<file path="src/rtl/pulse_ctrl_pkg.sv">
// pulse_ctrl_pkg -- shared definitions for the pulse window controller.
//   state_e        : controller state encoding
//   DRAIN_CYCLES   : cycles spent in DRAIN letting the external counter settle
//   WIN_W_DEFAULT  : default width of the window-length counter
//   is_busy()      : Busy decode for a given state
package pulse_ctrl_pkg;

  localparam int unsigned WIN_W_DEFAULT = 16;
  localparam int unsigned DRAIN_CYCLES  = 2;

  typedef enum logic [2:0] {
    ST_IDLE,
    ST_CLEAR,
    ST_COUNT,
    ST_DRAIN,
    ST_LATCH,
    ST_DONE
  } state_e;

  function automatic logic is_busy(input state_e s);
    return !((s == ST_IDLE) || (s == ST_DONE));
  endfunction

endpackage

</file>
<file path="src/rtl/pulse_sync_edge.sv">
// pulse_sync_edge -- two-flop synchronizer followed by a rising-edge detector.
//   CLK      : clock
//   Reset_n  : asynchronous active-low reset, clears all flops
//   Pulse_in : raw asynchronous pulse
//   Rise_out : high for one cycle when the synchronized pulse goes 0 -> 1
//              (combinational from flops; two cycles after the input rise)
module pulse_sync_edge (
  input  logic CLK,
  input  logic Reset_n,
  input  logic Pulse_in,
  output logic Rise_out
);

  logic sync1_q;
  logic sync2_q;
  logic prev_q;

  always_ff @(posedge CLK or negedge Reset_n) begin
    if (!Reset_n) begin
      sync1_q <= 1'b0;
      sync2_q <= 1'b0;
      prev_q  <= 1'b0;
    end else begin
      sync1_q <= Pulse_in;
      sync2_q <= sync1_q;
      prev_q  <= sync2_q;
    end
  end

  assign Rise_out = sync2_q & ~prev_q;

endmodule

</file>
<file path="src/rtl/pulse_window_ctrl.sv">
// pulse_window_ctrl -- gates an external BCD pulse counter for a programmable
// window of CLK cycles and latches its result.
//   CLK, Reset_n          : clock, asynchronous active-low reset
//   Start, Window_len     : begin a measurement; window length sampled on accept
//                           (0 is treated as 1)
//   Pulse_in              : raw asynchronous pulse source
//   Units_in, Tens_in     : BCD digits from the external counter
//   Cnt_clr, Cnt_pulse    : clear / count strobes to the external counter
//   Busy                  : high outside IDLE and DONE
//   Result_valid/_ack     : result handshake
//   Units_out, Tens_out   : latched BCD result
// Build option: PULSE_WINDOW_CONTINUOUS_EN -- measurements repeat back to back
// with the captured length; Result_valid becomes a 1-cycle pulse per result.
module pulse_window_ctrl
  import pulse_ctrl_pkg::*;
#(
  parameter int unsigned WIN_W = WIN_W_DEFAULT
) (
  input  logic             CLK,
  input  logic             Reset_n,
  input  logic             Start,
  input  logic [WIN_W-1:0] Window_len,
  input  logic             Pulse_in,
  input  logic [3:0]       Units_in,
  input  logic [3:0]       Tens_in,
  output logic             Cnt_clr,
  output logic             Cnt_pulse,
  output logic             Busy,
  output logic             Result_valid,
  input  logic             Result_ack,
  output logic [3:0]       Units_out,
  output logic [3:0]       Tens_out
);

  state_e           state_q, state_d;
  logic [WIN_W-1:0] len_q, len_d;
  logic [WIN_W-1:0] cnt_q, cnt_d;
  logic             cnt_clr_q;
  logic             cnt_pulse_q;
  logic             busy_q;
  logic             result_valid_q;
  logic [3:0]       units_q;
  logic [3:0]       tens_q;
  logic             rise;

  pulse_sync_edge u_sync (
    .CLK      (CLK),
    .Reset_n  (Reset_n),
    .Pulse_in (Pulse_in),
    .Rise_out (rise)
  );

  // cnt_q is shared: it counts down the window in COUNT and the settle
  // cycles in DRAIN.
  always_comb begin
    state_d = state_q;
    len_d   = len_q;
    cnt_d   = cnt_q;
    unique case (state_q)
      ST_IDLE: begin
        if (Start) begin
          state_d = ST_CLEAR;
          len_d   = (Window_len == '0) ? WIN_W'(1) : Window_len;
        end
      end
      ST_CLEAR: begin
        state_d = ST_COUNT;
        cnt_d   = len_q - WIN_W'(1);
      end
      ST_COUNT: begin
        if (cnt_q == '0) begin
          state_d = ST_DRAIN;
          cnt_d   = WIN_W'(DRAIN_CYCLES - 1);
        end else begin
          cnt_d = cnt_q - WIN_W'(1);
        end
      end
      ST_DRAIN: begin
        if (cnt_q == '0) begin
          state_d = ST_LATCH;
        end else begin
          cnt_d = cnt_q - WIN_W'(1);
        end
      end
      ST_LATCH: begin
`ifdef PULSE_WINDOW_CONTINUOUS_EN
        state_d = ST_CLEAR;
`else
        state_d = ST_DONE;
`endif
      end
      ST_DONE: begin
        if (Result_ack) begin
          if (Start) begin
            state_d = ST_CLEAR;
            len_d   = (Window_len == '0) ? WIN_W'(1) : Window_len;
          end else begin
            state_d = ST_IDLE;
          end
        end
      end
      default: state_d = ST_IDLE;
    endcase
  end

  // Outputs are registered from the next state so they line up with the
  // state they describe. Cnt_pulse is registered from the current state: an
  // edge detected on the last COUNT cycle strobes during the first DRAIN
  // cycle, which DRAIN exists to absorb, while edges detected in DRAIN drop.
  always_ff @(posedge CLK or negedge Reset_n) begin
    if (!Reset_n) begin
      state_q        <= ST_IDLE;
      len_q          <= '0;
      cnt_q          <= '0;
      cnt_clr_q      <= 1'b0;
      cnt_pulse_q    <= 1'b0;
      busy_q         <= 1'b0;
      result_valid_q <= 1'b0;
      units_q        <= '0;
      tens_q         <= '0;
    end else begin
      state_q     <= state_d;
      len_q       <= len_d;
      cnt_q       <= cnt_d;
      cnt_clr_q   <= (state_d == ST_CLEAR);
      cnt_pulse_q <= (state_q == ST_COUNT) && rise;
      busy_q      <= is_busy(state_d);
      if (state_q == ST_LATCH) begin
        units_q <= Units_in;
        tens_q  <= Tens_in;
      end
`ifdef PULSE_WINDOW_CONTINUOUS_EN
      result_valid_q <= (state_q == ST_LATCH);
`else
      result_valid_q <= (state_d == ST_DONE);
`endif
    end
  end

  assign Cnt_clr      = cnt_clr_q;
  assign Cnt_pulse    = cnt_pulse_q;
  assign Busy         = busy_q;
  assign Result_valid = result_valid_q;
  assign Units_out    = units_q;
  assign Tens_out     = tens_q;

endmodule

</file>
<file path="config.mk">
export PLATFORM = sky130hd
export DESIGN_NAME = pulse_window_ctrl
export DESIGN_NICKNAME = d
export VERILOG_FILES = /design/src/rtl/pulse_ctrl_pkg.sv /design/src/rtl/pulse_sync_edge.sv /design/src/rtl/pulse_window_ctrl.sv
export SDC_FILE = /design/constraint.sdc
export NUM_CORES = 1
export LEC_CHECK = 0
export ABC_CLOCK_PERIOD_IN_PS = 2200
export CAP_MARGIN = 20
export CORE_ASPECT_RATIO = 1.5
export CORE_MARGIN = 10
export CORE_UTILIZATION = 48
export DETAILED_ROUTE_END_ITERATION = 6
export PLACE_DENSITY = 0.86
export SKIP_CTS_REPAIR_TIMING = 1
export SYNTH_ARGS = -nofsm -noshare
export SYNTH_HDL_FRONTEND = slang
export SYNTH_SLANG_ARGS = --single-unit
</file>
<file path="constraint.sdc">
create_clock -name CLK -period 2.2 [get_ports CLK]
set_input_delay 0.33 -clock CLK [delete_from_list [all_inputs] [get_ports CLK]]
set_output_delay 0.33 -clock CLK [all_outputs]
set_load 0.03 [all_outputs]
</file>
==> metrics.txt <==
die height=~110 um; Max Cap Violations=0; post-synthesis average cell area=10.2 um^2; critical path's largest stage delay=roughly 0.58 ns; P_leak=around 0.0015 uW; # clock sinks=50; most frequent cell after synthesis=dfrtp_1; final setup fails=3; ranking of synthesized cells by area=dfrtp_1, a22o_1, mux2_2; latest clock arrival within the worst-skew pair=just over 0.3 ns; Mapped Area=2640 um^2; Total GRT Usage=roughly 16%; status=finished, violations left; vias=2489; WL/cell=roughly 18 um; type of origin of the critical path=register; Final Cycle Share=101%; n_diodes=0; vias in the first global route=around 2500; Design Area, Final=roughly 3600 um^2; First-pass DRT Iterations=5; Fin. Hold Viols=0; Final WS setup=-0.0312 ns; H-tree levels=2; Critical Path AT=around 2.5 ns; CTS tree=built; worst hold path class=input port to async pin; initial DRC count=around 250; Fmax=between 400 and 500 MHz; crit path max fanout=8; RSZ-0062 raised after global routing=yes; Seq/Total Area, Yosys=a little under half; Layout Skew=roughly 0.0052 ns; layout cell share with drive strength beyond 1=between 20% and 30%; clk root buf=clkbuf_8; most frequent cells after synthesis=dfrtp_1, nor2_1, a22o_1, o21ai_0, nand2_1; synth warn=0; die area=just under 9000 um^2; row count=33; Worst Setup End Kind=register; Post-synth EDFFs=0; initial core utilization=48.7%; I/O Buffers=40; Clock transition at path regs=0.10 ns; initial antenna violation count=0; Synth area leader=dfrtp_1; GRT overflow=0; Fin Hold WS=between 0.1 and 0.15 ns; # IOs=between 40 and 50; ys async rst share=between 90% and 100%; vias per cell=about 6.1; Post-Synthesis Cells=259; ANT nets after route=0; detailed placer's ending HPWL=5.61 mm; crit path cell chain=or4_4, nor3_1, a41o_1, clkinvlp_4, buf_4, o221ai_1, a21boi_1; Post-Place Cell Area=roughly 3400 um^2; Final Total Pwr=around 4000 uW; worst relative slew slack=between 50 and 60%; top cell type's share of synthesized area=about 47%; Area Growth Syn to Fin=36.2%; Die Span X=between 80 and 90 um; failing checks=negative setup slack; post-synth net total=291; Synth Flop Type=dfrtp_1; synth unique cells=52; crit path max-delay cell type=or4_4; P per Cell Area=~1100 nW/um^2; Data required, critical path=2.44 ns; largest net degree at the start of global routing=51; core area=~5400 um^2; post-layout net count=approximately 370; Worst-Margin Slew=0.633 ns; Final Slew Violations=0; RePlAce Congestion=0.942; critical path class=register to register; DRC violations left=0; Routed WL=7.57 mm; first-pass GRT wire length=approximately 12 mm; cts bufs inserted=5; clock tree buffer depth=2; number of synthesized register bits=50; VDD IR max=0.773 mV; min Tclk post-route=~2.2 ns
## worst max-delay path, delay by kind of cell, from the launching register on
kind / cells / cell delay [ns]
AOI/OAI and AO/OA: 3 / 0.59
buffers and inverters: 2 / 0.32
DFF: 1 / 0.39
and+or+nand+nor: 2 / 0.85
## power breakdown
group | switching (uW) | leakage [uW] | total (uW) | internal, uW
sequential | 291 | 0.000611 | 1520 | 1230
clock | 326 | 0.0000585 | 668 | 341
combinational | 896 | 0.000866 | 1860 | 967
## layout make-up
| type | count | area, um^2 |
|---|---|---|
| clock buffers | 5 | 68.8 |
| well taps | 70 | 87.6 |
| fillers | 409 | 1820 |
| multi-input cells | 184 | 1340 |
| inverters | 13 | 52.6 |
| repair buffers | 86 | 748 |
| flip-flops and latches | 50 | 1250 |
| clock inverters | 3 | 43.8 |
## sequential cells by signal, indices dropped and copies added, names as in the netlist
| signal | count |
|---|---|
| Tens_out | 4 |
| u_sync.sync1_q | 1 |
| Cnt_clr | 1 |
| u_sync.sync2_q | 1 |
| Result_valid | 1 |
| Cnt_pulse | 1 |
| state_q | 3 |
| Busy | 1 |
| u_sync.prev_q | 1 |
| len_q | 16 |
| Units_out | 4 |
| cnt_q | 16 |
## final timing paths
| check | start | end | slack (ns) | depth (start not counted) |
|---|---|---|---|---|
| max in group asynchronous | Reset_n | Units_out[1] | 1.66 | 2 |
| max | cnt_q[11] | cnt_q[1] | -0.03 | 7 |
| min reg2reg | u_sync.sync1_q | u_sync.sync2_q | 0.37 | 0 |
| min in group CLK | u_sync.sync1_q | u_sync.sync2_q | 0.37 | 0 |
| max reg2reg | cnt_q[11] | cnt_q[1] | -0.03 | 7 |
| min | Reset_n | cnt_q[7] | 0.11 | 2 |
## through the flow
stage                     utilization, %  setup slack, ns  cells  setup TNS, ns
after floorplan                        -          0.00330    259              0
after global placement              62.2           0.0176    396              0
after detailed placement            62.2          -0.0519    396        -0.0969
after CTS                           64.3          -0.0674    404         -0.167
after global routing                66.3          -0.0937    411         -0.816
final                               66.3          -0.0312    411        -0.0634
## layout by cell type, fill, tap and decap left out, types with 4 or more instances in the layout
master and instances:
or4_1 7, a21oi_1 7, clkbuf_8 5, nor4_1 9
buf_4 44, xor2_1 7, o21ai_1 5, nor2_1 15
o21ai_0 11, clkdlybuf4s50_1 39, o2bb2ai_1 5, nor2b_1 4
dfrtp_1 50, a22o_1 15, inv_1 11, nand3_1 4
nand2_1 14, nor3_1 11, mux2_2 11, xnor2_1 4
## kinds of logic (layout without fill, tap and decap cells)
group	count (synthesis)	in the layout	synth area share (%)
AO/OA/AOI/OAI	74	74	20.5
AND/OR/NAND/NOR	84	85	18.1
adder cells (fa/ha/maj)	3	3	1.42
buffers and inverters	26	107	4.08
multiplexers	11	11	4.70
XOR/XNOR	11	11	3.66
flip-flops	50	50	47.5
## per-layer routing
layer  track usage (%)  part of all wire [%]  routed length (um)
met1              17.9                    37                2780
met2              30.4                    57                4290
met3              2.60                   4.1                 314
met4              5.42                   2.5                 186
met5                 0                     0                   0
(Power assumes the default switching activity.)
